===== src/rtl/mod_pkg.sv =====
// Shared types and the sine-table generator for the bitstream modulator.
package mod_pkg;

  typedef enum logic [1:0] {
    MODE_BPSK = 2'b00,
    MODE_OOK  = 2'b01,
    MODE_BFSK = 2'b10,
    MODE_RSVD = 2'b11
  } mod_mode_t;

  typedef enum logic [1:0] {
    ST_IDLE = 2'b00,
    ST_RUN  = 2'b01,
    ST_DONE = 2'b10
  } mod_state_t;

  localparam real TWO_PI = 6.283185307179586;

  // Entry k of a LUT_DEPTH-point sine table scaled to 2^(OUT_W-1)-1, rounded half away from zero.
  function automatic int sine_entry(input int k, input int depth, input int out_w);
    real amp;
    real x;
    amp = real'((1 << (out_w - 1)) - 1);
    x   = amp * $sin(TWO_PI * real'(k) / real'(depth));
    if (x >= 0.0) begin
      return $rtoi(x + 0.5);
    end else begin
      return -$rtoi(0.5 - x);
    end
  endfunction

endpackage


===== src/rtl/sine_lut.sv =====
// Registered sine ROM: one read per cycle, data valid the cycle after the address.
module sine_lut
  import mod_pkg::*;
#(
  parameter int LUT_DEPTH = 16,
  parameter int OUT_W     = 9
) (
  input  logic                         clk_i,
  input  logic                         rst_ni,
  input  logic [$clog2(LUT_DEPTH)-1:0] addr_i,
  output logic signed [OUT_W-1:0]      data_o
);

  logic signed [OUT_W-1:0] rom_s [LUT_DEPTH];
  logic signed [OUT_W-1:0] data_q;

  for (genvar k = 0; k < LUT_DEPTH; k++) begin : g_rom
    localparam logic signed [OUT_W-1:0] ENTRY = OUT_W'(sine_entry(k, LUT_DEPTH, OUT_W));
    assign rom_s[k] = ENTRY;
  end

  always_ff @(posedge clk_i or negedge rst_ni) begin
    if (!rst_ni) begin
      data_q <= {OUT_W{1'b0}};
    end else begin
      data_q <= rom_s[addr_i];
    end
  end

  assign data_o = data_q;

endmodule


===== src/rtl/bitstream_modulator.sv =====
// Serialises a latched payload MSB-first onto a LUT sine carrier (BPSK / OOK / BFSK).
// The ROM is addressed with next-cycle phase so its output always equals LUT[phase_q].
module bitstream_modulator
  import mod_pkg::*;
#(
  parameter int DATA_W    = 64,
  parameter int OUT_W     = 9,
  parameter int LUT_DEPTH = 16,
  parameter int SPS       = 16
) (
  input  logic                            clk,
  input  logic                            reset,
  input  logic                            start,
  input  logic [DATA_W-1:0]               data_in,
  input  logic [$clog2(DATA_W+1)-1:0]     len,
  input  logic [1:0]                      mode,
  output logic                            busy,
  output logic                            done,
  output logic                            sample_valid,
  output logic signed [OUT_W-1:0]         mod_out,
  output logic                            in_data
);

  localparam int LEN_W = $clog2(DATA_W + 1);
  localparam int PH_W  = $clog2(LUT_DEPTH);
  localparam int SC_W  = (SPS > 1) ? $clog2(SPS) : 1;

  mod_state_t              state_q, state_d;
  logic [DATA_W-1:0]       sr_q, sr_d;
  logic [LEN_W-1:0]        len_q, len_d;
  mod_mode_t               mode_q, mode_d;
  logic [LEN_W-1:0]        bit_cnt_q, bit_cnt_d;
  logic [SC_W-1:0]         samp_cnt_q, samp_cnt_d;
  logic [PH_W-1:0]         phase_q, phase_d;

  logic                    busy_q, busy_d;
  logic                    done_q, done_d;
  logic                    valid_q, valid_d;
  logic                    in_data_q, in_data_d;
  logic signed [OUT_W-1:0] mod_q, mod_d;

  logic                    cur_bit_s;
  logic [PH_W-1:0]         step_s;
  logic                    samp_end_s;
  logic                    last_s;
  logic [LEN_W-1:0]        len_clamp_s;
  logic signed [OUT_W-1:0] lut_data_s;
  logic signed [OUT_W-1:0] shaped_s;

  assign cur_bit_s   = sr_q[DATA_W-1];
  assign step_s      = (mode_q == MODE_BFSK && cur_bit_s) ? PH_W'(2) : PH_W'(1);
  assign samp_end_s  = (samp_cnt_q == SC_W'(SPS - 1));
  assign last_s      = samp_end_s && (bit_cnt_q == (len_q - LEN_W'(1)));
  assign len_clamp_s = (len > LEN_W'(DATA_W)) ? LEN_W'(DATA_W) : len;

  sine_lut #(
    .LUT_DEPTH (LUT_DEPTH),
    .OUT_W     (OUT_W)
  ) u_sine_lut (
    .clk_i  (clk),
    .rst_ni (reset),
    .addr_i (phase_d),
    .data_o (lut_data_s)
  );

  // Next-state, capture and counter logic for the IDLE/RUN/DONE sequencer
  always_comb begin
    state_d    = state_q;
    sr_d       = sr_q;
    len_d      = len_q;
    mode_d     = mode_q;
    bit_cnt_d  = bit_cnt_q;
    samp_cnt_d = samp_cnt_q;
    phase_d    = phase_q;
    case (state_q)
      ST_IDLE: begin
        if (start) begin
          sr_d       = data_in;
          len_d      = len_clamp_s;
          mode_d     = mod_mode_t'(mode);
          bit_cnt_d  = {LEN_W{1'b0}};
          samp_cnt_d = {SC_W{1'b0}};
          phase_d    = {PH_W{1'b0}};
          state_d    = (len_clamp_s == {LEN_W{1'b0}}) ? ST_DONE : ST_RUN;
        end else begin
          state_d = ST_IDLE;
        end
      end
      ST_RUN: begin
        phase_d = phase_q + step_s;
        if (samp_end_s) begin
          samp_cnt_d = {SC_W{1'b0}};
          sr_d       = sr_q << 1;
          bit_cnt_d  = bit_cnt_q + LEN_W'(1);
          state_d    = last_s ? ST_DONE : ST_RUN;
        end else begin
          samp_cnt_d = samp_cnt_q + SC_W'(1);
        end
      end
      ST_DONE: begin
        state_d = ST_IDLE;
      end
      default: begin
        state_d = ST_IDLE;
      end
    endcase
  end

  // Bit-to-carrier mapping; reserved mode falls back to BPSK
  always_comb begin
    shaped_s = lut_data_s;
    case (mode_q)
      MODE_OOK:  shaped_s = cur_bit_s ? lut_data_s : {OUT_W{1'b0}};
      MODE_BFSK: shaped_s = lut_data_s;
      default:   shaped_s = cur_bit_s ? lut_data_s : -lut_data_s;
    endcase
  end

  // Registered output values derived from the current state
  always_comb begin
    busy_d    = (state_q != ST_IDLE);
    done_d    = (state_q == ST_DONE);
    valid_d   = (state_q == ST_RUN);
    in_data_d = valid_d & cur_bit_s;
    mod_d     = valid_d ? shaped_s : {OUT_W{1'b0}};
  end

  // State and output registers
  always_ff @(posedge clk or negedge reset) begin
    if (!reset) begin
      state_q    <= ST_IDLE;
      sr_q       <= {DATA_W{1'b0}};
      len_q      <= {LEN_W{1'b0}};
      mode_q     <= MODE_BPSK;
      bit_cnt_q  <= {LEN_W{1'b0}};
      samp_cnt_q <= {SC_W{1'b0}};
      phase_q    <= {PH_W{1'b0}};
      busy_q     <= 1'b0;
      done_q     <= 1'b0;
      valid_q    <= 1'b0;
      in_data_q  <= 1'b0;
      mod_q      <= {OUT_W{1'b0}};
    end else begin
      state_q    <= state_d;
      sr_q       <= sr_d;
      len_q      <= len_d;
      mode_q     <= mode_d;
      bit_cnt_q  <= bit_cnt_d;
      samp_cnt_q <= samp_cnt_d;
      phase_q    <= phase_d;
      busy_q     <= busy_d;
      done_q     <= done_d;
      valid_q    <= valid_d;
      in_data_q  <= in_data_d;
      mod_q      <= mod_d;
    end
  end

  assign busy         = busy_q;
  assign done         = done_q;
  assign sample_valid = valid_q;
  assign in_data      = in_data_q;
  assign mod_out      = mod_q;

endmodule


===== config.mk =====
export PLATFORM = sky130hd
export DESIGN_NAME = bitstream_modulator
export DESIGN_NICKNAME = d
export VERILOG_FILES = /design/src/rtl/mod_pkg.sv /design/src/rtl/sine_lut.sv /design/src/rtl/bitstream_modulator.sv
export SDC_FILE = /design/constraint.sdc
export NUM_CORES = 1
export LEC_CHECK = 0
export BUFFER_PORTS_ARGS = -buffer_cell sky130_fd_sc_hd__buf_4
export CELL_PAD_IN_SITES_DETAIL_PLACEMENT = 1
export CELL_PAD_IN_SITES_GLOBAL_PLACEMENT = 2
export CORE_AREA = 2 2 136 138
export CTS_CLUSTER_DIAMETER = 100
export DETAILED_ROUTE_END_ITERATION = 7
export DIE_AREA = 0 0 138 140
export HOLD_SLACK_MARGIN = 0.02
export MAX_ROUTING_LAYER = met4
export PLACE_DENSITY = 0.85
export RECOVER_POWER = 100
export SLEW_MARGIN = 20
export SYNTH_ARGS = -nofsm -noshare
export SYNTH_HDL_FRONTEND = slang
export SYNTH_SLANG_ARGS = --single-unit
export TNS_END_PERCENT = 50

===== constraint.sdc =====
create_clock -name clk -period 2.62 [get_ports clk]
set_input_delay 0.393 -clock clk [delete_from_list [all_inputs] [get_ports clk]]
set_output_delay 0.393 -clock clk [all_outputs]
set_load 0.01 [all_outputs]

==> impl_results.html <==
<table>
<tr><th>Metric</th><th>Value</th></tr>
<tr><th colspan="2">Status</th></tr>
<tr><td>Run status</td><td>finished clean</td></tr>
<tr><th colspan="2">Timing</th></tr>
<tr><td>Number of max-slew violations in the final report</td><td>0</td></tr>
<tr><td>Rel. slew slack</td><td>29.6%</td></tr>
<tr><td>Slack of the critical path</td><td>0.169 ns</td></tr>
<tr><td>Fmax</td><td>408 MHz</td></tr>
<tr><td>Hold Violations, Final</td><td>0</td></tr>
<tr><td>Transition time at the pin with the least slew margin</td><td>1.06 ns</td></tr>
<tr><td>Final setup vio count</td><td>0</td></tr>
<tr><td>Time the worst path needs with I/O delays and setup</td><td>roughly 2.5 ns</td></tr>
<tr><td>Setup repair after global routing missed its margin</td><td>false</td></tr>
<tr><td>Skew final</td><td>0.0140 ns</td></tr>
<tr><td>Final setup TNS</td><td>0 ns</td></tr>
<tr><td>Share of the clock period used by the worst path</td><td>93.5%</td></tr>
<tr><th colspan="2">Layout</th></tr>
<tr><td>Fillers</td><td>2081</td></tr>
<tr><td>Antenna Cells</td><td>0</td></tr>
<tr><td>Number of nets in the final layout</td><td>about 760</td></tr>
<tr><td>Share of layout cells above drive strength 1</td><td>17.5%</td></tr>
<tr><td>Layout overhead on the synthesized area</td><td>21.5%</td></tr>
<tr><th colspan="2">Global route</th></tr>
<tr><td>GR Util All Layers</td><td>between 15 and 20%</td></tr>
<tr><td>Antenna violations before repair</td><td>0</td></tr>
<tr><td>Number of global-route vias before repair</td><td>4631</td></tr>
<tr><td>GRT Residual Overflow</td><td>0</td></tr>
<tr><td>Wire length of the first global-routing pass</td><td>about 23000 um</td></tr>
<tr><td>Pin count of the biggest net entering global routing</td><td>approximately 70</td></tr>
<tr><th colspan="2">Synth</th></tr>
<tr><td>Warning count from the yosys run</td><td>0</td></tr>
<tr><td>Flip-flop and latch count after synthesis</td><td>112</td></tr>
<tr><td>Commonest cells post-synth</td><td>nand2_1, dfrtp_1, nor2_1, a31oi_1, clkbuf_1</td></tr>
<tr><td>Post-synthesis async set-or-reset flop share</td><td>between 90% and 100%</td></tr>
<tr><td>Post-Syn Instances</td><td>594</td></tr>
<tr><td>Net count of the mapped netlist</td><td>685</td></tr>
<tr><td>Top-count cell post-synth</td><td>nand2_1</td></tr>
<tr><td>Yosys cell types</td><td>50</td></tr>
<tr><td>Netlist Area Pre-Place</td><td>about 5400 um2</td></tr>
<tr><td>Cell type contributing the most total cell area after synthesis</td><td>dfrtp_1</td></tr>
<tr><td>Number of enable flip-flop cells after synthesis</td><td>0</td></tr>
<tr><td>Most used flip-flop cell after synthesis</td><td>dfrtp_1</td></tr>
<tr><td>Largest cells by area after synthesis</td><td>dfrtp_1, nand2_1, a31oi_1</td></tr>
<tr><td>Fraction of the yosys area taken by sequential cells</td><td>51.8%</td></tr>
<tr><td>Synth Area per Inst</td><td>9.11 um2</td></tr>
<tr><td>Proportion of netlist area held by the largest area contributor</td><td>51.8%</td></tr>
<tr><th colspan="2">Critical path</th></tr>
<tr><td>Endpoint kind of the worst setup timing path</td><td>flip-flop</td></tr>
<tr><td>Arr. time, crit path</td><td>2.67 ns</td></tr>
<tr><td>Setup slack, reg-to-reg</td><td>0.17 ns</td></tr>
<tr><td>Element type at the critical path start</td><td>flip-flop</td></tr>
<tr><td>Crit path max-delay cell type</td><td>fa_1</td></tr>
<tr><td>Reg2Reg Launch Point</td><td>mode_q[0]</td></tr>
<tr><td>Required time of the worst setup path</td><td>2.84 ns</td></tr>
<tr><td>Maximum fanout encountered on the critical timing path</td><td>5</td></tr>
<tr><td>Critical Path Source</td><td>mode_q[0]</td></tr>
<tr><td>Delay of the slowest cell on the worst path</td><td>a little under 0.5 ns</td></tr>
<tr><td>FF-to-FF End</td><td>u_sine_lut.data_o[4]</td></tr>
<tr><td>Worst setup path endpoint</td><td>u_sine_lut.data_o[4]</td></tr>
<tr><td>Worst path cell trace</td><td>inv_1 &gt; ha_2 &gt; nand2_2 &gt; ha_2 &gt; fa_1 &gt; mux2i_1 &gt; nor2_2 &gt; inv_1 &gt; ha_1 &gt; a211oi_1 &gt; a21oi_1</td></tr>
<tr><td>Crit Path Class</td><td>flip-flop to flip-flop</td></tr>
<tr><td>Worst R2R Path Depth</td><td>11</td></tr>
<tr><th colspan="2">Floorplanning</th></tr>
<tr><td>Die area</td><td>19300 um2</td></tr>
<tr><td>Number of placement rows</td><td>49</td></tr>
<tr><td>Core Footprint</td><td>around 18000 um2</td></tr>
<tr><td>Initial cell density of the core</td><td>30.4%</td></tr>
<tr><td>Vertical die dimension</td><td>about 140 um</td></tr>
<tr><td>Io pins</td><td>89</td></tr>
<tr><td>Width of the die</td><td>138 um</td></tr>
<tr><th colspan="2">Worst hold path</th></tr>
<tr><td>Kind of path behind the tightest hold check</td><td>input pin to flip-flop</td></tr>
<tr><th colspan="2">Power</th></tr>
<tr><td>Leakage</td><td>3.00 nW</td></tr>
<tr><td>Total power</td><td>8.25 mW</td></tr>
<tr><td>Power per unit of standard cell area</td><td>1250 nW/um2</td></tr>
<tr><td>IR Drop Worst-Case VDD</td><td>between 0.7 and 0.8 mV</td></tr>
<tr><th colspan="2">Placed design</th></tr>
<tr><td>Total half-perimeter wirelength after legalization and detailed placement</td><td>approximately 9500 um</td></tr>
<tr><td>Final estimated routing congestion in global placement</td><td>between 0.7 and 0.8</td></tr>
<tr><td>Setup Slack @ Placement</td><td>between 0.03 and 0.04 ns</td></tr>
<tr><td>Number of buffer cells added on primary ports</td><td>88</td></tr>
<tr><th colspan="2">Clock network</th></tr>
<tr><td>TritonCTS Buffers</td><td>9</td></tr>
<tr><td>Largest buffer count on any clock path</td><td>2</td></tr>
<tr><td>Post-CTS Setup Inserts</td><td>0</td></tr>
<tr><td>Clk pin slew, worst setup/hold paths</td><td>0.07 ns</td></tr>
<tr><td>Maximum level of the CTS H-tree</td><td>3</td></tr>
<tr><td>Clock sink count</td><td>112</td></tr>
<tr><td>Worst-skew pair later-pin latency</td><td>0.35 ns</td></tr>
<tr><td>Cell at the root of the clock tree</td><td>clkbuf_16</td></tr>
<tr><td>CTS tree</td><td>built</td></tr>
<tr><th colspan="2">Detailed routing</th></tr>
<tr><td>Antenna-violating nets left</td><td>0</td></tr>
<tr><td>Average detailed-routed wire length per instance</td><td>15.3 um</td></tr>
<tr><td>Detailed-route vias per instance</td><td>4.93</td></tr>
<tr><td>DRC violations left</td><td>0</td></tr>
<tr><td>Initial detailed-routing violation count</td><td>211</td></tr>
<tr><td>Via Count</td><td>4461</td></tr>
<tr><td>Total routed wirelength</td><td>13900 um</td></tr>
<tr><td>Number of optimization iterations in the first detailed-route pass</td><td>4</td></tr>
<tr><th colspan="2">Flow run</th></tr>
<tr><td>Maximum Capacitance Violations</td><td>0</td></tr>
</table>
[placed cells by master (no fill, tap or decap), types with 2 or more instances in the layout]
cell and instances:
nor2_1 83, nand2_1 148, nand4b_1 2, xnor2_1 8, nor3_1 3, ha_1 11, nand3b_1 3, mux2i_1 11
clkbuf_2 3, inv_1 13, nand3_1 5, nor4_1 4, and3_1 3, o21ai_0 12, buf_12 2, a21oi_1 11
clkinvlp_4 2, a22o_1 5, o31ai_1 3, mux2_2 7, buf_4 77, ha_2 2, nand2b_1 7, xor2_1 7
a31oi_1 63, clkbuf_16 9, clkbuf_1 16, or3_1 5, dfrtp_1 112, o211ai_1 4, nand4_1 3
[critical path: cells and delay by family, from the launching register on]
family | cells | cell delay [ns]
buffers and inverters | 2 | 0.20
and+or+nand+nor | 2 | 0.21
adders and majority gates | 4 | 1.13
muxes | 1 | 0.09
AOI/OAI and AO/OA | 2 | 0.30
DFF | 1 | 0.38
[how the worst min path moves through the flow]
stage,start,endpoint,depth (start not counted)
finish,len[6],len_q[6],3
global route,data_in[0],sr_q[0],2
CTS,mode[1],mode_q[1],3
detailed placement,reset,mod_out[1],1
global placement,reset,mod_out[1],1
floorplan,reset,bit_cnt_q[0],0
[through the flow]
step	area, um2	util, %	std cells	hold WS [ns]
2_1_floorplan	5410	-	594	0.0974
3_3_place_gp	6320	35.5	888	0.231
3_5_place_dp	6320	35.5	888	0.236
4_1_cts	6630	37.3	905	0.267
5_1_grt	6580	37.0	905	0.288
6_report	6580	37.0	905	0.283
[timing repair]
| item | CTS | global route |
|---|---|---|
| hold endpoints to repair | 8 | 0 |
| endpoints found under the setup margin | 0 | 5 |
| hold buffers | 1 | 0 |
| resized for setup | 0 | 6 |
[layout make-up]
class / count / area (um2) / share of cell area (%)
Clock buffer: 9 / 225 / 3.43
Clock inverter: 7 / 78.8 / 1.20
Inverter: 14 / 53.8 / 0.818
Multi-Input combinational cell: 434 / 2420 / 36.8
Sequential cell: 112 / 2800 / 42.6
Tap cell: 229 / 287 / 4.36
Timing Repair Buffer: 100 / 711 / 10.8
[report_power, final]
group / switching (mW) / internal (mW) / total [mW] / leakage (nW)
sequential: 0.529 / 2.53 / 3.05 / 1.25
clock: 0.686 / 0.754 / 1.44 / 0.144
combinational: 2.14 / 1.61 / 3.75 / 1.60
total: 3.36 / 4.89 / 8.25 / 3.00
[routing by layer]
metal | GRT usage (%) | share of wire [%] | vias to the layer above
li1 | - | - | 2169
met1 | 19.3 | 46 | 2200
met2 | 24.2 | 49 | 70
met3 | 2.53 | 2.9 | 22
met4 | 4.99 | 1.8 | 0
met5 | - | 0 | -
[cell families (layout without fill, tap and decap cells)]
logic type,Yosys count,count (layout),share of synthesized area [%]
fa+ha+maj,15,15,3.61
flops,112,112,51.8
simple gates,278,278,21.7
buf+inv,48,130,4.14
mux,19,19,3.91
compound gates,107,107,12.5
xor+xnor,15,15,2.43
[flip-flops by register name, summed over array words and instances (netlist names)]
| signal | cells |
|---|---|
| bit_cnt_q | 7 |
| len_q | 7 |
| phase_q | 4 |
| mode_q | 2 |
| sample_valid | 1 |
| sr_q | 64 |
| done | 1 |
| u_sine_lut.data_o | 9 |
| in_data | 1 |
| busy | 1 |
| state_q | 2 |
| samp_cnt_q | 4 |
| mod_out | 9 |
No activity file was read; power rests on OpenSTA's default activity.
